**src/rtl/tm1638_key_reader.sv**
```systemverilog
// TM1638 key-scan reader: sends read-key command 0x42 over STB/CLK/DIO, shifts in
// four scan bytes LSB-first and publishes a registered 8-bit key vector.
module tm1638_key_reader #(
  parameter int clk_mhz  = 27,
  parameter int sclk_khz = 500,
  parameter int poll_hz  = 100
) (
  input  logic       clk,
  input  logic       rst,
  input  logic       start,
  output logic       busy,
  output logic [7:0] key,
  output logic       key_valid,
  output logic       key_change,
  output logic       tm_stb,
  output logic       tm_clk,
  output logic       tm_dio_out,
  output logic       tm_dio_oe,
  input  logic       tm_dio_in
);
  localparam int HALF   = clk_mhz * 1000 / (2 * sclk_khz);
  localparam int PERIOD = clk_mhz * 1_000_000 / poll_hz;
  localparam int CW     = $clog2(2 * HALF + 1);
  localparam int PW     = $clog2(PERIOD + 1);
  localparam logic [7:0] CMD = 8'h42;

  typedef enum logic [2:0] {IDLE, SETUP, CMD_S, WAIT_S, READ_S, HOLD_S} state_t;

  state_t         state, state_n;
  logic [CW-1:0]  cnt, cnt_n;
  logic [4:0]     bitc, bit_n, nb;
  logic           ph, ph_n;
  logic [31:0]    sh, sh_n;
  logic [PW-1:0]  pc;
  logic           poll_hit, go, last;
  logic           stb_n, sclk_n, oe_n, dout_n, kv_n, kc_n;
  logic [7:0]     key_n, dec;

  assign poll_hit = (pc == PW'(PERIOD - 1));
  assign go       = (state == IDLE) && (start || poll_hit);
  assign busy     = (state != IDLE);
  assign last     = (cnt == CW'(HALF - 1));
  assign nb       = bitc + 5'd1;

  // key[i] comes from bit 0 (i<4) or bit 4 (i>=4) of scan byte i%4
  always_comb begin
    dec = '0;
    for (int i = 0; i < 8; i++) dec[i] = sh[8 * (i % 4) + 4 * (i / 4)];
  end

  always_ff @(posedge clk or negedge rst) begin
    if (!rst) pc <= '0;
    else      pc <= poll_hit ? '0 : pc + PW'(1);
  end

  always_ff @(posedge clk or negedge rst) begin
    if (!rst) begin
      state      <= IDLE;
      cnt        <= '0;
      bitc       <= '0;
      ph         <= 1'b0;
      sh         <= '0;
      key        <= '0;
      key_valid  <= 1'b0;
      key_change <= 1'b0;
      tm_stb     <= 1'b1;
      tm_clk     <= 1'b1;
      tm_dio_oe  <= 1'b0;
      tm_dio_out <= 1'b1;
    end else begin
      state      <= state_n;
      cnt        <= cnt_n;
      bitc       <= bit_n;
      ph         <= ph_n;
      sh         <= sh_n;
      key        <= key_n;
      key_valid  <= kv_n;
      key_change <= kc_n;
      tm_stb     <= stb_n;
      tm_clk     <= sclk_n;
      tm_dio_oe  <= oe_n;
      tm_dio_out <= dout_n;
    end
  end

  // Pin values are computed for the next state so they register in step with it
  always_comb begin
    state_n = state;
    cnt_n   = cnt + CW'(1);
    bit_n   = bitc;
    ph_n    = ph;
    sh_n    = sh;
    key_n   = key;
    kv_n    = 1'b0;
    kc_n    = 1'b0;
    stb_n   = tm_stb;
    sclk_n  = tm_clk;
    oe_n    = tm_dio_oe;
    dout_n  = tm_dio_out;
    case (state)
      IDLE: begin
        cnt_n  = '0;
        stb_n  = 1'b1;
        sclk_n = 1'b1;
        oe_n   = 1'b0;
        dout_n = 1'b1;
        if (go) begin
          state_n = SETUP;
          stb_n   = 1'b0;
          oe_n    = 1'b1;
        end
      end
      SETUP: if (last) begin
        state_n = CMD_S;
        cnt_n   = '0;
        bit_n   = '0;
        ph_n    = 1'b0;
        sclk_n  = 1'b0;
        dout_n  = CMD[0];
      end
      CMD_S: if (last) begin
        cnt_n = '0;
        if (!ph) begin
          ph_n   = 1'b1;
          sclk_n = 1'b1;
        end else if (bitc == 5'd7) begin
          state_n = WAIT_S;
          oe_n    = 1'b0;
          dout_n  = 1'b1;
        end else begin
          bit_n  = nb;
          ph_n   = 1'b0;
          sclk_n = 1'b0;
          dout_n = CMD[nb[2:0]];
        end
      end
      WAIT_S: if (cnt == CW'(2 * HALF - 1)) begin
        state_n = READ_S;
        cnt_n   = '0;
        bit_n   = '0;
        ph_n    = 1'b0;
        sclk_n  = 1'b0;
      end
      READ_S: if (last) begin
        cnt_n = '0;
        if (!ph) begin
          ph_n   = 1'b1;
          sclk_n = 1'b1;
          sh_n   = {tm_dio_in, sh[31:1]};
        end else if (bitc == 5'd31) begin
          state_n = HOLD_S;
          stb_n   = 1'b1;
        end else begin
          bit_n  = nb;
          ph_n   = 1'b0;
          sclk_n = 1'b0;
        end
      end
      HOLD_S: if (last) begin
        state_n = IDLE;
        key_n   = dec;
        kv_n    = 1'b1;
        kc_n    = (dec != key);
      end
      default: state_n = IDLE;
    endcase
  end
endmodule

```
**config.mk**
```make
export PLATFORM = sky130hd
export DESIGN_NAME = tm1638_key_reader
export DESIGN_NICKNAME = d
export VERILOG_FILES = /design/src/rtl/tm1638_key_reader.sv
export SDC_FILE = /design/constraint.sdc
export NUM_CORES = 1
export LEC_CHECK = 0
export BUFFER_PORTS_ARGS = -buffer_cell sky130_fd_sc_hd__buf_2
export CAP_MARGIN = 25
export CORE_MARGIN = 5
export CORE_UTILIZATION = 53
export DETAILED_ROUTE_END_ITERATION = 7
export PLACE_DENSITY_LB_ADDON = 0.12
export SKIP_LAST_GASP = 1
export SLEW_MARGIN = 40
export SYNTH_ARGS = -nofsm -noshare
export SYNTH_HDL_FRONTEND = slang
export SYNTH_SLANG_ARGS = --single-unit
```
**constraint.sdc**
```tcl
create_clock -name clk -period 4.2 [get_ports clk]
set_input_delay 0.84 -clock clk [delete_from_list [all_inputs] [get_ports clk]]
set_output_delay 0.84 -clock clk [all_outputs]
set_load 0.02 [all_outputs]
```
# Yosys cells after proc, flatten, opt, wreduce, memory -nomap -nowiden
# Memory sizes are Yosys's and may differ from the RTL's.
# Index checks and enable logic that the tools add are counted.
[word_totals] ff_bits=80 latchBits=0 ram_bits=0 rom_bits=8 in_bits=4 out_inout_bits=15 wordCells=122 n_memories=1
[memory_table] memory="(name not given)" depth=8 word_bits=1 rd=1 rd_clocked_by_memory_dff=0 write_ports=0 line_no="134" source="dout_n = CMD[nb[2:0]];"
[classes] add_sub_neg=3 multipliers=0 n_div=0 order_cmp=1 eq_ne=25 n_shift=0 mux=59 bitwise_logic=1 n_reduce_logical=19
[op_table] op="2-to-1 mux 5 bit" count=8
[op_table] op="2-to-1 mux 1 bit" count=30
[op_table] op="2-to-1 mux 3 bit" count=10
[op_table] op="!= test 2 bit, second input constant" count=12
[op_table] op="one-hot mux 5 bit (4 select lines)" count=1
[op_table] op="adder 19 x 1 -> 19 bit, second input constant" count=1
[op_table] op="equality test 19 bit, second input constant" count=1
[op_table] op="2-to-1 mux 19 bit" count=1
[op_table] op="one-hot mux 3 bit (6 select lines)" count=1
[op_table] op="one-hot mux 6 bit (3 select lines)" count=1
[op_table] op="2-to-1 mux 6 bit" count=2
[op_table] op="AND reduction 4 bit" count=3
[op_table] op="AND reduction 10 bit" count=1
[op_table] op="AND reduction 9 bit" count=1
[op_table] op="!= test 8 bit" count=1
[op_table] op="AND reduction 7 bit" count=1
[op_table] op="adder 6 x 1 -> 6 bit, second input constant" count=1
[op_table] op="equality test 3 x 2 -> 1 bit, second input constant" count=2
[op_table] op="equality test 3 bit, second input constant" count=2
[op_table] op="equality test 6 x 5 -> 1 bit, second input constant" count=1
[op_table] op="equality test 6 bit, second input constant" count=1
[op_table] op="!= test 3 bit, second input constant" count=2
[op_table] op="nonzero test 3 bit" count=2
[op_table] op="adder 5 x 1 -> 5 bit, second input constant" count=1
[op_table] op="19 further kinds" count=21

# Logic depth before layout (Yosys ltp)
[depth] ltp_word=7 ltp_mapped=8 mapped_depth_nobuf=7

# Least setup slack after synthesis
# No wires, ideal clock.
[synth_path] kind="register to register" from="reg cnt[0]" to="reg sh[31]" setup_time_ps=125 t_arrival_ps=1989 t_required_ps=4075 slack_ps=2087 stages_incl_launch_ff=9 n_path_buf=2 period_less_slack_ps=2113 cell_sequence="dfrtp_1 -> inv_1 -> ha_1 -> or3b_4 -> nor4_1 -> and2_1 -> clkbuf_2 -> buf_4 -> mux2_2"
[synth_between] elab_chain_len=2
[synth_lines] element="start: declaration" line_no="30" source="logic [CW-1:0] cnt, cnt_n;"
[synth_lines] element="start signal: assignment" line_no="72" source="cnt <= cnt_n;"
[synth_lines] element="equality test 6 x 5 -> 1 bit" line_no="42" source="assign last = (cnt == CW'(HALF - 1));"
[synth_lines] element="AND reduction 3 bit (no source line)"
[synth_lines] element="end signal: assignment" line_no="75" source="sh <= sh_n;"
[synth_lines] element="end: declaration" line_no="33" source="logic [31:0] sh, sh_n;"
# Every way passes these cells.
# A chain may end at the register's enable or synchronous reset.

# Final worst setup path
[layout_path] from="reg state[0]" to="out busy"
[layout_between] elab_chain_len=1
[layout_lines] element="start: declaration" line_no="29" source="state_t state, state_n;"
[layout_lines] element="start signal: assignment" line_no="71" source="state <= state_n;"
[layout_lines] element="nonzero test 3 bit" line_no="41" source="assign busy = (state != IDLE);"
[layout_lines] element="end: declaration" line_no="11" source="output logic busy,"
# Every way passes these cells.

==> results.cfg <==
[critical_path]
reg2reg_slack_ps = 1770
endpoint = busy
r2r_start = cnt[0]
critPathLaunch = state[0]
reg2regPathDepth = 6
r2r-end = key[4]
critPathCaptureType = primary output
required_ps = 3360
crit_fanout = 19
critical_path.startpoint_type = flop
arrival_ps = 1810
criticalPathCategory = flop to primary output

[sta]
rsz0062_at_grt = no
fin_skew_ps = 12.0
fmax_mhz = 378
tns_ps = 0
period_share_pct = 63.0
hold_viol_final = 0
finalSetupViolations = 0
max_slew_margin_pct = 51.9
tightest_slew_ps = 721
period_needed_ps = 2650
drv_slew = 0

[power]
ir_drop_v = 0.000210
power_leakage_nw = 2.01
p_per_area_mw_per_mm2 = 345
finalPower_mw = 1.43

[grt]
track_usage_pct = 15.2
grt_max_degree = 81
antenna_found_initial = 0
grt.overflow.total = 0
grt_pass1_vias = 2242
grt_pass1_wl_mm = 10.5

[routing]
detail_route.first_pass.iterations = 5
ant_nets = 0
post_drt_via_cell_ratio = 5.36
num_vias = 2349
drtIter0Drc = 77
postRouteWirelength_mm = 6.09
routedWlPerCell_um = 13.9
drcViolationCount = 0

[finish]
regArea_mm2 = 0.00201
layout_commonest_cell = dfrtp_1
insertedDiodeCount = 0
syn2layout_area_growth_pct = 9.98
design_area_mm2 = 0.00415
drive_gt1_share_pct = 26.6
final_cell_mix = dfrtp_1, mux2_2, nor2_1, buf_2, xor2_1
layout.nets = 349
multiInputGateArea_mm2 = 0.00164
fill_cells = 580
fin_cells = 438

[clock_tree]
cts_tree = done
cts_setup_buffers = 0
numCtsBuffers = 9
cts_resized = 0
cts_hold_buf = 0
root_buffer = clkbuf_8
clockBufferDepth = 2
cts-htree-levels = 3
cts.sinks = 80
clkLatencyLatePin_ps = 350
clk_pin_slew_ps = 80

[logic_synthesis]
async_flop_share_pct = 100
synthTopCellsByArea = dfrtp_1, mux2_2, xor2_1
synth_nets = 331
yosysWarnings = 0
avgSynthCellArea_um2 = 11.8
synth_flop_cell = dfrtp_1
synth-edff-count = 0
synth_cells = 319
synth_top_cell_by_area = dfrtp_1
ys_seq_elements = 80
yosysTopAreaCellShare_pct = 51.1
synth_cell_types = 50
yosysSeqAreaShare_pct = 53.2
synthesis.area_mm2 = 0.00377

[die]
die_h_um = 94.4
io_pins = 19
core_area_mm2 = 0.00687
rows = 30
die_w_um = 94.4
dieArea_mm2 = 0.00890
start_util_pct = 54.9

[place]
dp_hpwl_mm = 4.12
port-buffer-count = 18
dpl_cell_area_mm2 = 0.00392
place_inst = 422
gp_congestion = 0.871

[min_path]
hp-class = flop to flop
hold_depth = 1

[outcome]
status = finished clean

[flow_run]
max_cap_viol_count = 0
[layout make-up]
type,instances,share of cell area [%]
sequential,80,48.3
multi-input combinational,214,39.4
clock buffer,9,2.99
tap,96,2.90
timing repair buffer,20,2.68
clock inverter,7,2.56
inverter,12,1.09
[synthesized netlist by cell type, drive strengths merged (2+ instances only)]
library cell	instances
o41ai	2
o21ai	10
buf	7
o21a	2
and3	8
or2	3
mux2	41
xor2	15
nor2	26
xnor2	14
and2	2
ha	8
nor4	7
dfrtp	77
nand2	13
a21o	4
or2b	3
a31oi	2
clkbuf	6
mux2i	2
nand2b	2
a21oi	6
a211oi	2
nand4	4
o31ai	5
inv	12
o22ai	2
nand3	11
dfstp	3
nor2b	2
nor3	6
[cell families (layout without fill, tap and decap cells)]
| group | Yosys count | after routing | share of synthesized area (%) |
|---|---|---|---|
| simple gates | 93 | 93 | 13.2 |
| flops | 80 | 80 | 53.2 |
| compound gates | 41 | 41 | 8.03 |
| buf+inv | 25 | 48 | 3.45 |
| fa+ha+maj | 8 | 8 | 2.65 |
| mux | 43 | 43 | 12.8 |
| xor+xnor | 29 | 29 | 6.73 |
[report_power, final]
| part | switching [mW] | leakage (nW) | internal, mW |
|---|---|---|---|
| Sequential | 0 | 1.07 | 0.770 |
| Combinational | 0.0143 | 0.825 | 0.00158 |
| Clock | 0.299 | 0.117 | 0.347 |
[critical path, cell delays in order (launching register included)]
cell     delay, ps
dfrtp_1        590
or2_1          370
nor2_1         280
inv_1           70
buf_2          160
[worst min path at each step]
stage | startpoint | to | slack, ps
2_1_floorplan | pc[18] | pc[18] | 440
3_3_place_gp | tm_clk | tm_clk | 470
4_1_cts | pc[0] | pc[0] | 490
3_5_place_dp | pc[18] | pc[18] | 470
6_report | pc[0] | pc[0] | 480
5_1_grt | tm_clk | tm_clk | 500
[state kept, by name, summed over array words and instances (netlist names)]
signal / count
sh: 32
cnt: 6
tm_clk: 1
key: 8
tm_dio_out: 1
state: 3
ph: 1
tm_stb: 1
key_valid: 1
pc: 19
bitc: 5
key_change: 1
tm_dio_oe: 1
[layer usage]
layer  up-vias  routed length (um)  GRT usage [%]
met2        32                2680           21.7
met4         0                  97           7.46
met3        10                 205           3.43
li1       1162                   -              -
met5         -                   0              0
met1      1145                3110           21.9
[metrics by stage]
stage          hold slack [ps]  setup slack (ps)  util (%)
2_1_floorplan              438              2090         -
3_3_place_gp               467              1760      57.0
3_5_place_dp               472              1770      57.0
4_1_cts                    490              1530      60.4
5_1_grt                    504              1400      60.4
6_report                   484              1550      60.4
No activity file was read; power rests on OpenSTA's default activity.
